## src/rtl/l2_flush_pkg.sv

```systemverilog
// Shared types and constants for the L2 flush-walk controller.
package l2_flush_pkg;

  typedef enum logic [1:0] {
    IDLE     = 2'd0,
    FLUSHING = 2'd1,
    RSP      = 2'd2
  } flush_state_t;

  localparam logic FLUSH_MODE_WBINV = 1'b0;
  localparam logic FLUSH_MODE_WB    = 1'b1;

  localparam int L2_SETS = 256;
  localparam int L2_WAYS = 8;

  // One extra bit so the "walk finished" / "set finished" terminal value fits.
  localparam int L2_SET_W = $clog2(L2_SETS) + 1;
  localparam int L2_WAY_W = $clog2(L2_WAYS) + 1;

  typedef logic [L2_SET_W-1:0] l2_set_t;
  typedef logic [L2_WAY_W-1:0] l2_way_t;

endpackage

```

## src/rtl/l2_flush_sat_cnt.sv

```systemverilog
// Saturating up-counter with synchronous clear; clear wins over increment.
module l2_flush_sat_cnt
  import l2_flush_pkg::*;
#(
  parameter int             W   = 4,
  parameter logic [W-1:0]   MAX = '1
) (
  input  logic         clk,
  input  logic         rst,
  input  logic         inc,
  input  logic         clr,
  output logic [W-1:0] cnt
);

  always_ff @(posedge clk) begin
    if (!rst) begin
      cnt <= '0;
    end else if (clr) begin
      cnt <= '0;
    end else if (inc && (cnt != MAX)) begin
      cnt <= cnt + W'(1);
    end
  end

endmodule

```

## src/rtl/l2_flush_ctrl.sv

```systemverilog
// L2 flush-walk controller: owns the walk cursors, mode, writeback count and
// the valid/ready completion response back to the CPU side.
module l2_flush_ctrl
  import l2_flush_pkg::*;
#(
  parameter int SETS    = 256,
  parameter int WAYS    = 8,
  parameter int WBCNT_W = 16
) (
  input  logic                      clk,
  input  logic                      rst,
  input  logic                      set_ongoing_flush,
  input  logic                      flush_mode_in,
  input  logic                      incr_flush_set,
  input  logic                      clr_flush_set,
  input  logic                      clr_flush_way,
  input  logic                      flush_done,
  input  logic                      way_done,
  input  logic                      wb_issued,
  output logic                      ongoing_flush,
  output logic [$clog2(SETS):0]     flush_set,
  output logic [$clog2(WAYS):0]     flush_way,
  output logic                      flush_mode,
  output logic                      flush_accept_ok,
  output logic                      flush_rsp_valid,
  input  logic                      flush_rsp_ready,
  output logic [WBCNT_W-1:0]        flush_rsp_wb_cnt,
  output logic                      err_overlap
);

  localparam int SET_W = $clog2(SETS) + 1;
  localparam int WAY_W = $clog2(WAYS) + 1;

  flush_state_t state;
  logic         in_idle;
  logic         in_flush;
  logic         start;

  assign in_idle  = (state == IDLE);
  assign in_flush = (state == FLUSHING);
  assign start    = in_idle && set_ongoing_flush;

  l2_flush_sat_cnt #(
    .W   (SET_W),
    .MAX (SET_W'(SETS))
  ) u_set_cnt (
    .clk (clk),
    .rst (rst),
    .inc (in_flush && incr_flush_set),
    .clr (start || (in_flush && clr_flush_set)),
    .cnt (flush_set)
  );

  l2_flush_sat_cnt #(
    .W   (WAY_W),
    .MAX (WAY_W'(WAYS))
  ) u_way_cnt (
    .clk (clk),
    .rst (rst),
    .inc (in_flush && way_done),
    .clr (start || (in_flush && clr_flush_way)),
    .cnt (flush_way)
  );

  // The wb counter only moves in FLUSHING and is cleared on start, so it is
  // frozen throughout RSP and serves directly as the response payload. A
  // writeback coinciding with flush_done lands on the same edge.
  l2_flush_sat_cnt #(
    .W   (WBCNT_W),
    .MAX ('1)
  ) u_wb_cnt (
    .clk (clk),
    .rst (rst),
    .inc (in_flush && wb_issued),
    .clr (start),
    .cnt (flush_rsp_wb_cnt)
  );

  always_ff @(posedge clk) begin
    if (!rst) begin
      state           <= IDLE;
      ongoing_flush   <= 1'b0;
      flush_mode      <= FLUSH_MODE_WBINV;
      flush_accept_ok <= 1'b0;
      flush_rsp_valid <= 1'b0;
      err_overlap     <= 1'b0;
    end else begin
      if (set_ongoing_flush && !in_idle) begin
        err_overlap <= 1'b1;
      end
      case (state)
        IDLE: begin
          if (set_ongoing_flush) begin
            state           <= FLUSHING;
            flush_mode      <= flush_mode_in;
            ongoing_flush   <= 1'b1;
            flush_accept_ok <= 1'b0;
          end else begin
            flush_accept_ok <= 1'b1;
          end
        end
        FLUSHING: begin
          if (flush_done) begin
            state           <= RSP;
            ongoing_flush   <= 1'b0;
            flush_rsp_valid <= 1'b1;
          end
        end
        RSP: begin
          if (flush_rsp_ready) begin
            state           <= IDLE;
            flush_rsp_valid <= 1'b0;
            flush_accept_ok <= 1'b1;
          end
        end
        default: begin
          state <= IDLE;
        end
      endcase
    end
  end

endmodule

```

## config.mk

```make
export PLATFORM = sky130hd
export DESIGN_NAME = l2_flush_ctrl
export DESIGN_NICKNAME = d
export VERILOG_FILES = /design/src/rtl/l2_flush_pkg.sv /design/src/rtl/l2_flush_sat_cnt.sv /design/src/rtl/l2_flush_ctrl.sv
export SDC_FILE = /design/constraint.sdc
export NUM_CORES = 1
export LEC_CHECK = 0
export CORE_MARGIN = 4
export CORE_UTILIZATION = 50
export CTS_BUF_LIST = sky130_fd_sc_hd__clkbuf_8
export CTS_CLUSTER_DIAMETER = 50
export CTS_CLUSTER_SIZE = 12
export DETAILED_ROUTE_END_ITERATION = 10
export PLACE_DENSITY = 0.83
export SLEW_MARGIN = 20
export SYNTH_ARGS = -nofsm -noshare
export SYNTH_HDL_FRONTEND = slang
export SYNTH_SLANG_ARGS = --single-unit
```

## constraint.sdc

```tcl
create_clock -name clk -period 2.2 [get_ports clk]
set_input_delay 0.44 -clock clk [delete_from_list [all_inputs] [get_ports clk]]
set_output_delay 0.44 -clock clk [all_outputs]
set_load 0.03 [all_outputs]
```

==> results of run 1 <==
==> worst paths after layout <==
| path | from | to | slack, ps | cells after the start |
|---|---|---|---|---|
| worst max-delay path | wb_issued | u_wb_cnt.cnt[15]$_SDFFE_PP0P_ | 70 | 5 |
| worst min-delay path | err_overlap$_SDFFE_PN0P_ | err_overlap$_SDFFE_PN0P_ | 460 | 2 |
| worst max register to register | u_wb_cnt.cnt[2]$_SDFFE_PP0P_ | u_wb_cnt.cnt[15]$_SDFFE_PP0P_ | 300 | 4 |
| worst min register to register | err_overlap$_SDFFE_PN0P_ | err_overlap$_SDFFE_PN0P_ | 460 | 2 |
==> power by group <==
part           leakage, nW  total (mW)  internal (mW)  switching (mW)
sequential           0.292       0.677          0.666          0.0112
combinational        0.547       0.156         0.0716          0.0842
clock               0.0452       0.427          0.210           0.217
total                0.884        1.26          0.948           0.312
==> layout by cell type (no fill, tap or decap), drive strengths merged, types with 5 or more instances in the layout <==
| master | count |
|---|---|
| a21oi | 17 |
| buf | 11 |
| clkbuf | 5 |
| clkdlybuf4s50 | 44 |
| dfxtp | 36 |
| ha | 5 |
| inv | 11 |
| nand2 | 14 |
| nand3 | 8 |
| nand4 | 12 |
| nor2 | 23 |
| o21ai | 5 |
| o31ai | 8 |
| or4 | 10 |
| xor2 | 8 |
==> per-stage QoR <==
step	TNS (ps)	worst slack [ps]	utilization [%]
finish	0	73.5	71.4
CTS	0	61.4	71.3
detailed placement	-1160	-243	69.0
floorplan	0	142	-
global placement	-805	-194	69.0
global route	0	19.5	71.4
==> state kept, by name, summed over array words and instances, names as in the netlist <==
register / flops
u_way_cnt.cnt: 4
u_set_cnt.cnt: 9
state: 2
flush_accept_ok: 1
u_wb_cnt.cnt: 16
flush_rsp_valid: 1
flush_mode: 1
err_overlap: 1
ongoing_flush: 1
==> worst min-delay path, cell delays in order, from the launching register on <==
cell and delay [ps]:
dfxtp_1 310, inv_1 50, a21oi_1 50
==> layer usage <==
metal / vias to the layer above / GRT usage (%)
met3: 7 / 5.82
met2: 40 / 34.4
met5: - / 0
met1: 774 / 24.8
li1: 873 / -
met4: 0 / 7.59
==> Yosys cell counts <==
library cell,instances,share of area (%)
dfxtp_1,36,41
nor2_1,23,4.9
a21oi_1,17,4.8
nand2_1,14,3.0
nand4_1,12,4.2
inv_1,10,2.1
or4_1,10,4.2
nand3_1,8,2.3
o31ai_1,8,3.4
xor2_1,8,3.9
clkbuf_1,6,1.3
ha_1,5,3.5
o21ai_0,5,1.4
and2_1,4,1.4
and3_1,4,1.4
mux2i_1,4,2.3
or3_1,4,1.4
nor3_1,3,0.84
and4_1,2,0.98
nand3b_1,2,0.84
nor4_1,2,0.70
o211a_1,2,1.1
o21a_1,2,0.84
xnor2_1,2,0.98
a2111oi_0,1,0.49
a21o_1,1,0.42
a2bb2oi_1,1,0.49
a31oi_1,1,0.35
a41oi_1,1,0.49
and2b_1,1,0.42
and4b_1,1,0.56
buf_2,1,0.28
nand2b_1,1,0.35
nand3b_4,1,1.1
nor3b_1,1,0.42
nor4b_1,1,0.49
o211ai_1,1,0.42
o21ba_2,1,0.56
or2_2,1,0.35
or4b_1,1,0.56
==> cell type report <==
class                           instances  share of cell area (%)
Timing Repair Buffer                   55                    21.6
Inverter                               10                    1.55
Sequential cell                        36                    29.8
Clock buffer                            5                    2.84
Multi-Input combinational cell        156                    41.5
Tap cell                               46                    2.38
Clock inverter                          2                   0.362
==> logic make-up (layout without fill, tap and decap cells) <==
logic type | count (synthesis) | after routing | share of synthesized area (%)
AO/OA/AOI/OAI | 41 | 41 | 14.8
XOR/XNOR | 10 | 10 | 4.92
adder cells (fa/ha/maj) | 5 | 5 | 3.52
buffers and inverters | 17 | 72 | 3.66
flip-flops | 36 | 36 | 40.5
multiplexers | 4 | 4 | 2.25
AND/OR/NAND/NOR | 96 | 96 | 30.4
==> repair_timing <==
item / 4_1_cts / 5_1_grt
gates resized for setup: 0 / 1
endpoints found under the setup margin: 0 / 3
setup buffers: 0 / 0
hold buffers: 0 / 0
==> key figures, run 1 <==
Timing
  – Final setup viols: 0
  – Hold Fails Final Rpt: 0
  – Post-route clock skew: 5.92 ps
  – Max_slew headroom: between 60 and 70%
  – Unrepaired setup endpoints after global routing: false
  – Minimum clock period: roughly 2100 ps
  – Slew Limit Fails: 0
  – Max Fclk: ~0.47 GHz
  – Slew @ Worst Pin: 481 ps
  – Hold_ws: 458 ps
  – Share of the clock period used by the worst path: 96.7%

Worst setup path
  – Crit Path Max Fanout: 7
  – Setup crit start kind: primary input
  – Crit. End Element: flip-flop
  – Setup CP Type: in2reg
  – CP peak stage delay: 580 ps
  – Worst path arrival time: about 2300 ps
  – CP bufs+invs: 1
  – Slowest CP cell: or4_4
  – Worst endpoint required time: approximately 2400 ps
  – Crit path max-delay family: simple AND/OR/NAND/NOR gates
  – Critical Path, Cell by Cell: clkdlybuf4s50_1 > nand3b_4 > or4_4 > or4_1 > a21oi_1

Global route
  – Total GRT Usage: between 20 and 25%
  – Largest net degree at the start of global routing: 21
  – Total global routing overflow: 0
  – Vias in the first global route: 1,592
  – Initial antenna violation count: 0
  – First-pass GRT wire length: 7150 um

Synthesis
  – Distinct cell type count after synthesis: 40
  – Mapped Cells: between 200 and 250
  – Yosys reg bits: 36
  – Cell area after synthesis: 1780 um^2
  – Register area share after synthesis: 40.5%
  – Syn Area/Cell: 8.51 um^2
  – Post-Syn Nets: 225
  – Ys Warns: 0

Clocking
  – H-tree lvl count: 2
  – Max Root-Sink Buffers: 2
  – CTS Buf Count: 5
  – CTS tree: built
  – Clk_lat worst skew: 280 ps
  – CTS clock-pin slew for the worst setup and hold paths: 70 ps
  – Root buffer cell: clkbuf_8
  – Clock Sinks: 36

Final layout
  – Share of layout cells above drive strength 1: 8.33%
  – Finished Layout Cells: 310
  – Final net count: 280
  – Register Area: roughly 720 um^2
  – Multi-input gate area: 1000 um^2
  – N_diodes: 0
  – Post-route cell area: 2420 um^2
  – Layout overhead on the synthesized area: 36.0%
  – Fill count: 269

Die
  – Die span in x: 67.7 um
  – Core area: 3390 um^2
  – I/O Pins: 45
  – Chip height: ~68 um
  – # rows: 21
  – Initial Utilization: 52.5%
  – Die area: about 4600 um^2

Drt
  – Top routing layer in use: met4
  – Wire per inst: 13.6 um
  – Metal3 WL: 223 um
  – Drt initial violations: 118
  – Final ANT Viol Nets: 0
  – WL final: 4210 um
  – Met2 wire length: 2060 um
  – DRT Pass-1 Iters: 4
  – Vias: 1,694
  – DRC errors left: 0
  – Vias/cell: 5.46
  – Routed length on met1: 1860 um

Run
  – # Max-Cap Violations: 0

Pwr
  – Pleak: 0.884 nW
  – Peak VDD IR: 0.450 mV
  – Power Density: 521 nW/um^2
  – Total power: between 1 and 1.5 mW

Placed design
  – DP Area: 2340 um^2
  – RePlAce Congestion: slightly above 0.8
  – Final HPWL DP: 3100 um
  – Placed cells: approximately 300
  – Port-buffer cells: 44

Outcome
  – Status: completed

Worst hold path
  – Worst min path class: reg2reg
No activity file was read; power rests on OpenSTA's default activity.
==> run 2, diff against run 1 <==
--- a/config.mk
+++ b/config.mk
@@ -6,12 +6,14 @@
 export NUM_CORES = 1
 export LEC_CHECK = 0
 export CORE_MARGIN = 4
-export CORE_UTILIZATION = 50
+export CORE_UTILIZATION = 45
 export CTS_BUF_LIST = sky130_fd_sc_hd__clkbuf_8
 export CTS_CLUSTER_DIAMETER = 50
 export CTS_CLUSTER_SIZE = 12
 export DETAILED_ROUTE_END_ITERATION = 10
-export PLACE_DENSITY = 0.83
+export DONT_BUFFER_PORTS = 1
+export GPL_ROUTABILITY_DRIVEN = 0
+export PLACE_DENSITY = 0.62
 export SLEW_MARGIN = 20
 export SYNTH_ARGS = -nofsm -noshare
 export SYNTH_HDL_FRONTEND = slang
==> run 2 against run 1 <==
Compared with the run above:
- count of clock-buffer cells in the layout did not move
- first-iteration DRC count shrank 1.7%
- setup slack gained 150 ps
- non-clock buffer count decreased by 33
- design area shrank 15%
- flip-flop and latch count unchanged
- highest routed layer unchanged
- critical path type is now reg2reg
==> key figures, run 2 (same netlist as run 1, synthesis figures left out) <==
Global route
  – Total global routing overflow: 0 (unchanged)
  – First-pass GRT wire length: 6750 um (-5.6%)
  – Initial antenna violation count: 0 (unchanged)
  – Largest net degree at the start of global routing: 14 (-33%)
  – Total GRT Usage: 16.5% (-4.0 points)
  – Vias in the first global route: 1,472 (-7.5%)

Pwr
  – Flop pwr share: 57.5% (+3.8 points)
  – Power Density: 589 nW/um^2 (+13%)
  – Combinational power share: 7.6% (-4.8 points)
  – Peak VDD IR: 0.381 mV (-15%)
  – Pleak: 0.793 nW (-10%)
  – Clock share of power: 35.0% (+1.1 points)
  – Sw Pwr: 0.302 mW (-3.4%)
  – Internal power: 0.911 mW (-3.8%)
  – Sw Ratio: 24.9% (+0.081 points)

Timing
  – Final setup viols: 0 (unchanged)
  – Slew @ Worst Pin: 578 ps (+96.5 ps)
  – Slew Limit Fails: 0 (unchanged)
  – Share of the clock period used by the worst path: 89.8% (-6.8 points)
  – Minimum clock period: 1980 ps (-150 ps)
  – Unrepaired setup endpoints after global routing: false
  – Max Fclk: 0.506 GHz (+7.6%)
  – Max_slew headroom: 61.5% (-6.3 points)
  – Post-route clock skew: 3.07 ps (-2.85 ps)
  – Hold Fails Final Rpt: 0 (unchanged)
  – Final TNS setup: 0 ps (unchanged)
  – Final worst slack: 224 ps (+150 ps)

Placed design
  – Worst slack, placed: 237 ps (+481 ps)
  – Port-buffer cells: 0 (-100%)
  – Placed cells: 272 (-10%)
  – Final HPWL DP: 3160 um (+1.7%)

Drt
  – Final ANT Viol Nets: 0 (unchanged)
  – DRT Pass-1 Iters: 4 (unchanged)
  – WL final: 4220 um (+0.28%)
  – Vias/cell: 5.96 (+9.1%)
  – Drt initial violations: 116 (-1.7%)
  – Vias: 1,663 (-1.8%)
  – DRC errors left: 0 (unchanged)
  – Wire per inst: 15.1 um (+11%)

Outcome
  – Status: completed

Final layout
  – Max FFs per register: 16 (unchanged)
  – Leading cell type in the layout, fill and taps excluded: dfxtp_1
  – Top reg by flops: u_wb_cnt.cnt
  – Most frequent cells in the layout: 36 x dfxtp_1, 23 x nor2_1, 22 x buf_4, 17 x a21oi_1, 14 x nand2_1
  – Final net count: 247 (-12%)
  – Fill count: 360 (+34%)
  – Share of layout cells above drive strength 1: 13.9% (+5.5 points)
  – N_diodes: 0 (unchanged)
  – Finished Layout Cells: 279 (-10%)
  – Leading registers by flop count: u_wb_cnt.cnt (16), u_set_cnt.cnt (9), u_way_cnt.cnt (4)
  – Layout overhead on the synthesized area: 15.8%

Die
  – Initial Utilization: 47.5% (-5.0 points)
  – Core area: 3740 um^2 (+10%)
  – Chip height: 70.9 um (+4.8%)
  – Die area: 5020 um^2 (+9.8%)
  – # rows: 22 (+4.8%)
  – I/O Pins: 45 (unchanged)
  – Die span in x: 70.9 um (+4.8%)

Clocking
  – H-tree lvl count: 2 (unchanged)
  – Post_cts resized: 0 (unchanged)
  – Cts hold-fix bufs: 0 (unchanged)
  – CTS clock-pin slew for the worst setup and hold paths: 70 ps (about the same)
  – Clk_lat worst skew: 280 ps (about the same)
  – Post-CTS setup buffers: 0 (unchanged)
  – Clock Sinks: 36 (unchanged)
  – Max Root-Sink Buffers: 2 (unchanged)
  – CTS Buf Count: 5 (unchanged)
  – Root buffer cell: clkbuf_8
  – CTS tree: built

Worst setup path
  – Crit Path Max Fanout: 10 (+3)
  – CP peak stage delay: 660 ps (+80 ps)
  – Setup crit start kind: flip-flop
  – Worst endpoint required time: 2380 ps (-30 ps)
  – Slowest CP cell: or4_1
  – Worst path arrival time: 2150 ps (-190 ps)
  – Critical Path, Cell by Cell: nand3_1 > or4_1 > or4b_1 > o211a_1
  – Setup CP Type: reg2reg
  – Crit. End Element: flip-flop

Run
  – # Max-Cap Violations: 0 (unchanged)

Worst hold path
  – Worst min path class: in2reg
run 2: cell types whose count changed in the layout (fill, tap and decap cells not counted):
cell / before / now
buf_4: 11 / 22
clkdlybuf4s50_1: 44 / 0
or4_1: 9 / 10
or4_4: 1 / 0
run 2: cell type report:
type | instances | area, um^2 | share of cell area (%)
inverters | 10 | 37.5 | 1.82
multi-input cells | 156 | 1000 | 48.5
well taps | 48 | 60.1 | 2.91
clock buffers | 5 | 68.8 | 3.34
repair buffers | 22 | 165 | 8.01
clock inverters | 2 | 8.76 | 0.425
flip-flops and latches | 36 | 721 | 35.0
run 2: worst paths after layout:
kind / from / endpoint / slack (ps) / cells past startpoint
worst min-delay path: flush_done / state[0]$_SDFFE_PN0P_ / 280 / 1
worst max-delay path: u_wb_cnt.cnt[0]$_SDFFE_PP0P_ / u_wb_cnt.cnt[9]$_SDFFE_PP0P_ / 220 / 4
worst min register to register: u_wb_cnt.cnt[1]$_SDFFE_PP0P_ / u_wb_cnt.cnt[1]$_SDFFE_PP0P_ / 520 / 2
worst max register to register: u_wb_cnt.cnt[0]$_SDFFE_PP0P_ / u_wb_cnt.cnt[9]$_SDFFE_PP0P_ / 220 / 4
run 2: power by group through the flow:
stage	combinational [mW]	sequential [mW]	clock (mW)
5_1_grt	0.104	0.698	0.473
3_3_place_gp	0.0888	0.711	0
6_report	0.0921	0.697	0.424
3_5_place_dp	0.0920	0.712	0
2_1_floorplan	0.0627	0.715	0
4_1_cts	0.0923	0.697	0.444
run 2: through the flow:
step,hold slack [ps],cell area [um^2],power (mW),utilization [%]
2_1_floorplan,518,1780,0.777,-
3_3_place_gp,500,1980,0.800,53.0
3_5_place_dp,507,1980,0.804,53.0
4_1_cts,262,2060,1.23,55.0
5_1_grt,297,2060,1.28,55.0
6_report,275,2060,1.21,55.0
run 2: critical path: cells and delay by family (launching register included):
family             cells  cell delay, ps
and+or+nand+nor        3            1340
AOI/OAI and AO/OA      1             140
DFF                    1             390
run 2: routing by layer:
| metal | up-vias | part of all wire (%) | track usage, % |
|---|---|---|---|
| met2 | 67 | 47 | 25.2 |
| met5 | - | 0 | 0 |
| met1 | 774 | 43 | 20.9 |
| li1 | 812 | - | - |
| met3 | 10 | 9.0 | 7.24 |
| met4 | 0 | 1.5 | 5.43 |
==> run 3, diff against run 2 <==
--- a/config.mk
+++ b/config.mk
@@ -12,8 +12,7 @@
 export CTS_CLUSTER_SIZE = 12
 export DETAILED_ROUTE_END_ITERATION = 10
 export DONT_BUFFER_PORTS = 1
-export GPL_ROUTABILITY_DRIVEN = 0
-export PLACE_DENSITY = 0.62
+export PLACE_DENSITY = 0.57
 export SLEW_MARGIN = 20
 export SYNTH_ARGS = -nofsm -noshare
 export SYNTH_HDL_FRONTEND = slang
==> run 3 against run 2 <==
Compared with the run above:
- clock power is 33% higher
- combinational power is 2.4% higher
- flip-flop and latch count stayed put
- largest cell class unchanged
- clock skew hardly changed
==> key figures, run 3 (same netlist as run 1, synthesis figures left out) <==
Final layout
  – Leading registers by flop count: u_wb_cnt.cnt (16), u_set_cnt.cnt (9), u_way_cnt.cnt (4)
  – Layout overhead on the synthesized area: 17.9%
  – Max FFs per register: 16 (unchanged)
  – Multi-input gate area: 1000 um^2 (unchanged)
  – Share of layout cells above drive strength 1: 14.6% (+0.74 points)
  – Register Area: 721 um^2 (unchanged)
  – N_diodes: 0 (unchanged)
  – Final net count: 248 (+0.40%)
  – Most frequent cells in the layout: 36 x dfxtp_1, 23 x nor2_1, 23 x buf_4, 17 x a21oi_1, 14 x nand2_1
  – Leading cell type in the layout, fill and taps excluded: dfxtp_1
  – Finished Layout Cells: 281 (+0.72%)
  – Post-route core utilization: 56.0% (+1.0 points)
  – Top reg by flops: u_wb_cnt.cnt
  – Fill count: 366 (+1.7%)

Die
  – Chip height: 70.9 um (unchanged)
  – I/O Pins: 45 (unchanged)
  – Initial Utilization: 47.5% (unchanged)
  – Die area: 5020 um^2 (unchanged)
  – Die span in x: 70.9 um (unchanged)
  – # rows: 22 (unchanged)
  – Core area: 3740 um^2 (unchanged)

Pwr
  – Power Density: 646 nW/um^2 (+9.8%)
  – Sw Ratio: 23.7% (-1.2 points)
  – Combinational power share: 6.9% (-0.7 points)
  – Sw Pwr: 0.321 mW (+6.4%)
  – Peak VDD IR: 0.422 mV (+11%)
  – Flop pwr share: 51.5% (-6.0 points)
  – Clock share of power: 41.6% (+6.6 points)
  – Pleak: 0.811 nW (+2.3%)
  – Internal power: 1.04 mW (+14%)
  – Total power: 1.36 mW (+12%)

Placed design
  – Placed cells: 273 (+0.37%)
  – RePlAce Congestion: 0.764
  – Final HPWL DP: 3210 um (+1.7%)
  – Port-buffer cells: 0 (unchanged)

Timing
  – Post-route clock skew: 3.01 ps (-0.0575 ps)
  – Max Fclk: 0.499 GHz (-1.4%)
  – Max_slew headroom: 66.3% (+4.8 points)
  – Unrepaired setup endpoints after global routing: false
  – Slew Limit Fails: 0 (unchanged)
  – Final TNS setup: 0 ps (unchanged)
  – Slew @ Worst Pin: 505 ps (-73.4 ps)
  – Minimum clock period: 2000 ps (+28.7 ps)
  – Share of the clock period used by the worst path: 91.1% (+1.3 points)
  – Hold Fails Final Rpt: 0 (unchanged)
  – Final setup viols: 0 (unchanged)

Drt
  – Drt initial violations: 128 (+10%)
  – Wire per inst: 15.1 um (-0.55%)
  – Vias: 1,628 (-2.1%)
  – WL final: 4230 um (+0.17%)
  – Vias/cell: 5.79 (-2.8%)
  – DRT Pass-1 Iters: 4 (unchanged)
  – DRC errors left: 0 (unchanged)
  – Final ANT Viol Nets: 0 (unchanged)

Global route
  – Initial antenna violation count: 0 (unchanged)
  – Largest net degree at the start of global routing: 21 (+7)
  – Vias in the first global route: 1,542 (+4.8%)
  – Total global routing overflow: 0 (unchanged)
  – Total GRT Usage: 17.7% (+1.2 points)
  – First-pass GRT wire length: 7160 um (+6.1%)

Clocking
  – Post_cts resized: 0 (unchanged)
  – CTS tree: built
  – H-tree lvl count: 2 (unchanged)
  – Max Root-Sink Buffers: 2 (unchanged)
  – Clk_lat worst skew: 290 ps (about the same)
  – Post-CTS setup buffers: 0 (unchanged)
  – Root buffer cell: clkbuf_8
  – Clock Sinks: 36 (unchanged)
  – CTS Buf Count: 5 (unchanged)
  – CTS clock-pin slew for the worst setup and hold paths: 70 ps (about the same)
  – Cts hold-fix bufs: 0 (unchanged)

Worst setup path
  – Worst endpoint required time: 2380 ps (about the same)
  – Crit Path Max Fanout: 10 (unchanged)
  – Setup CP Type: reg2reg
  – Crit. End Element: flip-flop
  – Worst path arrival time: 2180 ps (+30 ps)
  – Setup crit start kind: flip-flop

Outcome
  – Status: completed

Worst hold path
  – Worst min path class: in2reg

Run
  – # Max-Cap Violations: 0 (unchanged)
-- run 3: changes by cell type in the layout (fill, tap and decap cells not counted) --
cell,delta
buf_4,+1
bufinv_16,+1
-- run 3: final timing paths --
kind	from	to	slack, ps	cells past startpoint
worst max-delay path	state[1]$_SDFFE_PN0P_	u_wb_cnt.cnt[9]$_SDFFE_PP0P_	200	4
worst min-delay path	flush_done	state[0]$_SDFFE_PN0P_	280	1
worst max register to register	state[1]$_SDFFE_PN0P_	u_wb_cnt.cnt[9]$_SDFFE_PP0P_	200	4
worst min register to register	u_wb_cnt.cnt[2]$_SDFFE_PP0P_	u_wb_cnt.cnt[2]$_SDFFE_PP0P_	540	2
-- run 3: power by group through the flow --
stage / sequential, mW / combinational [mW] / clock [mW]
floorplan: 0.715 / 0.0627 / 0
global placement: 0.712 / 0.0913 / 0
detailed placement: 0.713 / 0.0938 / 0
CTS: 0.698 / 0.0945 / 0.579
global route: 0.700 / 0.105 / 0.614
finish: 0.698 / 0.0943 / 0.564
-- run 3: cell type report --
cell class,instances,area share (%)
Clock buffer,5,3.28
Clock inverter,3,1.85
Inverter,10,1.79
Multi-Input combinational cell,156,47.6
Sequential cell,36,34.3
Tap cell,48,2.86
Timing Repair Buffer,23,8.23
-- run 3: stage by stage --
| step | area [um^2] | worst slack (ps) | hold WS (ps) |
|---|---|---|---|
| final | 2100 | 195 | 278 |
| after global routing | 2100 | 111 | 260 |
| after CTS | 2100 | 200 | 258 |
| after detailed placement | 1990 | 209 | 527 |
| after global placement | 1990 | 259 | 497 |
| after floorplan | 1780 | 142 | 518 |
-- run 3: metal layers --
layer  vias up  wire (um)  global-route usage, %
li1        811          -                      -
met4         0         76                   6.68
met2        48       2040                   29.2
met5         -          0                      0
met3         8        354                   7.10
met1       761       1760                   20.6
-- run 3: worst max-delay path: stages, from the launching register on --
cell	delay (ps)
dfxtp_1	380
nand3b_4	180
or4_1	680
or4b_1	510
o211a_1	140
